**config.mk**
```make
export PLATFORM = sky130hd
export DESIGN_NAME = debug_run_ctrl
export DESIGN_NICKNAME = d
export VERILOG_FILES = /design/src/rtl/debug_run_ctrl.sv
export SDC_FILE = /design/constraint.sdc
export NUM_CORES = 1
export LEC_CHECK = 0
export BUFFER_PORTS_ARGS = -buffer_cell sky130_fd_sc_hd__buf_2
export CAP_MARGIN = 10
export CORE_ASPECT_RATIO = 2
export CORE_MARGIN = 2
export CORE_UTILIZATION = 35
export CTS_CLUSTER_DIAMETER = 40
export DETAILED_ROUTE_END_ITERATION = 12
export SETUP_SLACK_MARGIN = 0.1
export SYNTH_ARGS = -nofsm -noshare
export SYNTH_HDL_FRONTEND = slang
export SYNTH_SLANG_ARGS = --single-unit
```
**constraint.sdc**
```tcl
create_clock -name i_clk -period 2.3 [get_ports i_clk]
set_input_delay 0.345 -clock i_clk [delete_from_list [all_inputs] [get_ports i_clk]]
set_output_delay 0.345 -clock i_clk [all_outputs]
set_load 0.05 [all_outputs]
```
**src/rtl/debug_run_ctrl.sv**
```systemverilog
// ---------------------------------------------------------------------------
// DebugRunCtrl (module debug_run_ctrl)
//
// Purpose:
//   Debug-unit sequencer sitting between the UART receiver and the MIPS
//   pipeline. Host command bytes select what happens next:
//     'L' loads a program (4 bytes per word, MSB first) into instruction
//         memory until the HALT word has been written,
//     'C' runs the pipeline continuously until it retires HALT,
//     'S' enters single-step mode, after which every 'N' executes one step.
//   At every stop point a dump of the machine state is requested from the
//   TX interface, and the sequencer waits for it to complete.
//
// Ports:
//   i_clk         system clock
//   i_reset       synchronous, active-high reset
//   i_rx_data     received UART byte, valid when i_rx_done is high
//   i_rx_done     one-cycle strobe per received byte
//   i_halt        pipeline has retired HALT (level)
//   i_dump_done   TX interface finished sending the dump (pulse)
//   o_imem_we     instruction memory write strobe
//   o_imem_addr   instruction memory word address
//   o_imem_data   instruction word to write
//   o_cpu_reset   holds the pipeline in reset
//   o_cpu_valid   pipeline advance enable (continuous mode)
//   o_exec_mode   0 = continuous, 1 = step
//   o_step        one-cycle step pulse
//   o_dump_start  one-cycle dump request to the TX interface
//   o_done        program finished and final dump sent
//   o_error       sticky: a load filled imem without seeing the HALT word
// ---------------------------------------------------------------------------
module debug_run_ctrl #(
    parameter int          IMEM_AW   = 8,
    parameter logic [31:0] HALT_WORD = 32'hFC000000,
    parameter logic [7:0]  CMD_LOAD  = 8'h4C,
    parameter logic [7:0]  CMD_CONT  = 8'h43,
    parameter logic [7:0]  CMD_STEP  = 8'h53,
    parameter logic [7:0]  CMD_NEXT  = 8'h4E
) (
    input  logic               i_clk,
    input  logic               i_reset,
    input  logic [7:0]         i_rx_data,
    input  logic               i_rx_done,
    input  logic               i_halt,
    input  logic               i_dump_done,
    output logic               o_imem_we,
    output logic [IMEM_AW-1:0] o_imem_addr,
    output logic [31:0]        o_imem_data,
    output logic               o_cpu_reset,
    output logic               o_cpu_valid,
    output logic               o_exec_mode,
    output logic               o_step,
    output logic               o_dump_start,
    output logic               o_done,
    output logic               o_error
);

    typedef enum logic [2:0] {
        IDLE,
        LOAD,
        READY,
        RUN,
        STEP_WAIT,
        DUMP,
        FINISH
    } state_t;

    localparam logic [IMEM_AW-1:0] ADDR_MAX = '1;
    localparam logic [IMEM_AW-1:0] ADDR_ONE = {{(IMEM_AW-1){1'b0}}, 1'b1};

    state_t             state_q, state_d;
    logic [IMEM_AW-1:0] addr_q, addr_d;
    logic [31:0]        word_q, word_d;
    logic [1:0]         byteCnt_q, byteCnt_d;
    logic               we_q, we_d;
    logic               mode_q, mode_d;
    logic               step_q, step_d;
    logic               dumpStart_q, dumpStart_d;
    logic               error_q, error_d;

    // State register. Reset aborts any load or dump in progress and throws
    // away a partially assembled word.
    always_ff @(posedge i_clk) begin
        if (i_reset) begin
            state_q     <= IDLE;
            addr_q      <= '0;
            word_q      <= '0;
            byteCnt_q   <= '0;
            we_q        <= 1'b0;
            mode_q      <= 1'b0;
            step_q      <= 1'b0;
            dumpStart_q <= 1'b0;
            error_q     <= 1'b0;
        end else begin
            state_q     <= state_d;
            addr_q      <= addr_d;
            word_q      <= word_d;
            byteCnt_q   <= byteCnt_d;
            we_q        <= we_d;
            mode_q      <= mode_d;
            step_q      <= step_d;
            dumpStart_q <= dumpStart_d;
            error_q     <= error_d;
        end
    end

    // Next-state logic. Strobes (write, step, dump request) default low so
    // that each is a single-cycle pulse registered on the cycle after the
    // event that caused it. Bytes not meaningful in the current state are
    // simply not looked at, which drops them.
    always_comb begin
        state_d     = state_q;
        addr_d      = addr_q;
        word_d      = word_q;
        byteCnt_d   = byteCnt_q;
        we_d        = 1'b0;
        mode_d      = mode_q;
        step_d      = 1'b0;
        dumpStart_d = 1'b0;
        error_d     = error_q;

        case (state_q)
            IDLE: begin
                if (i_rx_done && i_rx_data == CMD_LOAD) begin
                    state_d   = LOAD;
                    addr_d    = '0;
                    byteCnt_d = '0;
                    error_d   = 1'b0;
                end
            end

            LOAD: begin
                // The write strobe cycle decides what follows the word:
                // the HALT word ends the load, a full memory without it is
                // an error, otherwise move on to the next address.
                if (we_q) begin
                    if (word_q == HALT_WORD) begin
                        state_d = READY;
                        if (addr_q != ADDR_MAX) begin
                            addr_d = addr_q + ADDR_ONE;
                        end
                    end else if (addr_q == ADDR_MAX) begin
                        state_d = IDLE;
                        error_d = 1'b1;
                    end else begin
                        addr_d = addr_q + ADDR_ONE;
                    end
                end
                // Bytes are only assembled while we are staying in LOAD.
                if (i_rx_done && state_d == LOAD) begin
                    word_d    = {word_q[23:0], i_rx_data};
                    byteCnt_d = byteCnt_q + 2'd1;
                    if (byteCnt_q == 2'd3) begin
                        we_d = 1'b1;
                    end
                end
            end

            READY: begin
                if (i_rx_done) begin
                    if (i_rx_data == CMD_CONT) begin
                        state_d = RUN;
                        mode_d  = 1'b0;
                    end else if (i_rx_data == CMD_STEP) begin
                        state_d = STEP_WAIT;
                        mode_d  = 1'b1;
                    end else if (i_rx_data == CMD_LOAD) begin
                        state_d   = LOAD;
                        addr_d    = '0;
                        byteCnt_d = '0;
                        error_d   = 1'b0;
                    end
                end
            end

            RUN: begin
                if (i_halt) begin
                    state_d     = DUMP;
                    dumpStart_d = 1'b1;
                end
            end

            STEP_WAIT: begin
                // A retired HALT takes priority over a pending step command:
                // the machine is finished, so only the final dump happens.
                if (i_halt) begin
                    state_d     = DUMP;
                    dumpStart_d = 1'b1;
                end else if (i_rx_done && i_rx_data == CMD_NEXT) begin
                    state_d     = DUMP;
                    dumpStart_d = 1'b1;
                    step_d      = 1'b1;
                end
            end

            DUMP: begin
                // Continuous mode only gets here through HALT, so anything
                // other than step mode without HALT is the final dump.
                if (i_dump_done) begin
                    if (i_halt || !mode_q) begin
                        state_d = FINISH;
                    end else begin
                        state_d = STEP_WAIT;
                    end
                end
            end

            FINISH: begin
                if (i_rx_done && i_rx_data == CMD_LOAD) begin
                    state_d   = LOAD;
                    addr_d    = '0;
                    byteCnt_d = '0;
                    error_d   = 1'b0;
                end
            end

            default: begin
                state_d = IDLE;
            end
        endcase
    end

    // Output decode. The advance enable drops in the same cycle HALT is seen
    // so the pipeline never moves past the halting instruction.
    always_comb begin
        o_imem_we    = we_q;
        o_imem_addr  = addr_q;
        o_imem_data  = word_q;
        o_cpu_reset  = (state_q == IDLE) || (state_q == LOAD);
        o_cpu_valid  = (state_q == RUN) && !i_halt;
        o_exec_mode  = mode_q;
        o_step       = step_q;
        o_dump_start = dumpStart_q;
        o_done       = (state_q == FINISH);
        o_error      = error_q;
    end

endmodule

```
==> run_results.csv <==
group,metric,value,unit
run_status,status,"complete, no violations",
synthesis,mapped_cell_area,2390,um^2
sta,post-route-min-period,2.11,ns
global_routing,number_of_global_route_vias_before_repair,2124,
placed_design,place_hpwl,4870,um
placed_design,place_worst_setup_slack,0.0176,ns
clock_tree,cts_tree,"done",
setup_path,crit_fanout,12,
finish,finish.net_count,353,
global_routing,grt_start_max_net_pins,44,
synthesis,synthDominantCellAreaShare,42.0,%
clock_tree,cts.htree.levels,2,
flow_run,cap_viol_max_count,0,
synthesis,netlist_top_cells_area,"sky130_fd_sc_hd__dfxtp_1, sky130_fd_sc_hd__mux2i_1, sky130_fd_sc_hd__nand2_1",
setup_path,setup.worst_path.start_class,"flop",
routing,detail_route.vias_per_cell,5.36,
floorplan,floorplan.initialDensity,36.0,%
sta,finalClockSkew,0.00509,ns
synthesis,synth-warning-count,0,
sta,final.hold.worst_slack,0.288,ns
synthesis,synthSimpleGateAreaFrac,25.5,%
clock_tree,worst_skew_pair.late_latency,0.29,ns
clock_tree,ctsRootBufferMaster,"sky130_fd_sc_hd__clkbuf_16",
synthesis,synth_adder_area_share,1.05,%
sta,fin_crit_sh,91.7,%
finish,areaGrowthSynthToFinish,29.8,%
global_routing,grt_pass1_wl,10300,um
finish,proportion_of_layout_cells_with_a_drive_suffix_above_1,38.3,%
sta,final.setup.worst_slack,0.191,ns
sta,final.setup.tns,0,ns
setup_path,cp_arrival,2.27,ns
setup_path,setup.worst_path.end_class,"flop",
synthesis,number_of_distinct_library_cells_after_synthesis,44,
clock_tree,ctsHoldBuffers,0,
synthesis,yosys-mux-area-fraction,10.1,%
sta,worst_slew_margin_rel,62.5,%
synthesis,synth_edf_count,0,
global_routing,grt_usage,17.1,%
finish,layout.core_utilization,46.8,%
routing,wl_per_cell,15.2,um
synthesis,ys_async_sr_fraction,0,%
floorplan,floorplan.core_area,6620,um^2
synthesis,synthesized_nets,288,
finish,num_antenna_cells,0,
routing,drt_iter0_drc,96,
floorplan,floorplan.die.height,121,um
synthesis,synth_compound_area_share,16.8,%
global_routing,antenna_found_initial,0,
clock_tree,cts_buffers,5,
global_routing,globalRoute.totalOverflow,0,
routing,dr.pass1.iters,4,
synthesis,ys_dominant_reg_cell,"sky130_fd_sc_hd__dfxtp_1",
synthesis,synthMostInstantiatedCell,"sky130_fd_sc_hd__nand2_1",
sta,finalHoldViolCount,0,
synthesis,synth_top_cells_by_count,"sky130_fd_sc_hd__nand2_1, sky130_fd_sc_hd__dfxtp_1, sky130_fd_sc_hd__a21oi_1, sky130_fd_sc_hd__mux2i_1, sky130_fd_sc_hd__clkbuf_1",
floorplan,io_pins,61,
floorplan,rows,42,
synthesis,seq_total_area_yosys,42.0,%
synthesis,average_cell_area_after_synthesis,8.74,um^2
sta,timing.fmax,474,MHz
hold_path,hold-path-cell-count,2,
synthesis,synthXorXnorAreaFrac,0,%
setup_path,cp.required,2.47,ns
setup_path,ff2ff_path_depth,6,
floorplan,die_width,62.4,um
pwr,power.ir.vdd_worst,450,uV
pwr,powerDensity,587,nW/um^2
sta,final-setup-viol-count,0,
placed_design,i_o_buffers,60,
sta,least_margin_pin_slew,0.556,ns
floorplan,die_area,7530,um^2
placed_design,final_replace_weighted_congestion,0.751,
routing,postRouteAntennaNets,0,
routing,drcViolationCount,0,
clock_tree,max-clock-path-buffers,2,
synthesis,synthCells,273,
synthesis,synth_top_family_by_area,"simple AND/OR/NAND/NOR gates",
clock_tree,clk_pin_slew,0.07,ns
routing,via_count,2289,
finish,n_fill_cell,707,
setup_path,crit_type,"flop to flop",
clock_tree,clock_sinks,50,
routing,routed_wirelength,6470,um
sta,rsz0062_at_grt,"no",
hold_path,hold_path.class,"primary input to flop",
sta,report.final.slew_viol_count,0,
synthesis,synth_top_area_cell,"sky130_fd_sc_hd__dfxtp_1",
synthesis,synth-seq-cells,50,
pwr,leakagePower,0.00133,uW
## final timing paths
path	start	endpoint	slack [ns]
hold / removal	i_rx_data[6]	o_imem_data[6]	0.29
setup reg to reg	o_imem_data[16]	o_imem_data[25]	0.19
hold reg to reg	o_exec_mode	o_exec_mode	0.48
setup / recovery	o_imem_data[16]	o_imem_data[25]	0.19
## per-stage QoR
step           instance area [um^2]  instances  total power, uW
2_1_floorplan                  2450        273             1010
3_3_place_gp                   2880        418             1070
3_5_place_dp                   2880        418             1070
4_1_cts                        3050        426             1840
5_1_grt                        3100        427             1890
6_report                       3100        427             1820
## kinds of logic after synthesis
logic type,count (synthesis)
DFF,50
and+or+nand+nor,115
buffers and inverters,23
muxes,24
adders and majority gates,2
AOI/OAI and AO/OA,59
## cell type report
class	instances	area, um^2	share of cell area, %
multi-input cells	201	1350	43.7
flip-flops and latches	50	1050	34.0
repair buffers	74	405	13.1
clock buffers	5	125	4.04
well taps	88	110	3.55
clock inverters	3	28.8	0.929
inverters	6	22.5	0.727
## where the power goes
group / internal [uW] / switching, uW
logic: 65.1 / 108
clock network: 415 / 350
registers: 865 / 14.3
total: 1340 / 473
## sequential cells by signal, summed over array words and instances, names as in the netlist
signal and flops:
byteCnt_q 2, o_error 1, o_step 1, o_exec_mode 1, o_imem_we 1, o_dump_start 1
o_imem_addr 8, state_q 3, o_imem_data 32
## cells in the final DEF, fill, tap and decap left out, types with 4 or more instances in the layout
cell type | Yosys | routed
sky130_fd_sc_hd__buf_2 | 1 | 60
sky130_fd_sc_hd__nand2_1 | 51 | 51
sky130_fd_sc_hd__a21oi_1 | 25 | 25
sky130_fd_sc_hd__mux2i_1 | 24 | 24
sky130_fd_sc_hd__dfxtp_1 | 50 | 23
sky130_fd_sc_hd__dfxtp_2 | 0 | 20
sky130_fd_sc_hd__buf_4 | 0 | 14
sky130_fd_sc_hd__nand3_1 | 8 | 8
sky130_fd_sc_hd__nand2b_1 | 7 | 7
sky130_fd_sc_hd__dfxtp_4 | 0 | 7
sky130_fd_sc_hd__and3_1 | 6 | 6
sky130_fd_sc_hd__a31o_2 | 6 | 6
sky130_fd_sc_hd__o21ai_0 | 6 | 6
sky130_fd_sc_hd__a311oi_1 | 6 | 6
sky130_fd_sc_hd__inv_1 | 5 | 5
sky130_fd_sc_hd__clkbuf_16 | 0 | 5
sky130_fd_sc_hd__nor2_1 | 4 | 4
sky130_fd_sc_hd__nor4_1 | 9 | 4
## layer usage
layer	track usage (%)	wire, um	up-vias
met2	32.7	3560	57
met3	3.26	250	8
met4	5.97	94	0
li1	-	-	1130
met1	18.5	2560	1094
met5	0	0	-
## repair_timing
item,in CTS,in global routing
setup endpoints to repair,17,17
resized for setup,2,6
buffers inserted,0,0
gates cloned,0,1
## worst max-delay path: stages, from the launching register on
cell and delay (ns):
sky130_fd_sc_hd__dfxtp_2 0.35, sky130_fd_sc_hd__nor4_4 0.29, sky130_fd_sc_hd__nand2_1 0.08, sky130_fd_sc_hd__or4_4 0.52
sky130_fd_sc_hd__a21bo_1 0.23, sky130_fd_sc_hd__and2_2 0.33, sky130_fd_sc_hd__mux2i_1 0.17
No activity file was read; power rests on OpenSTA's default activity.
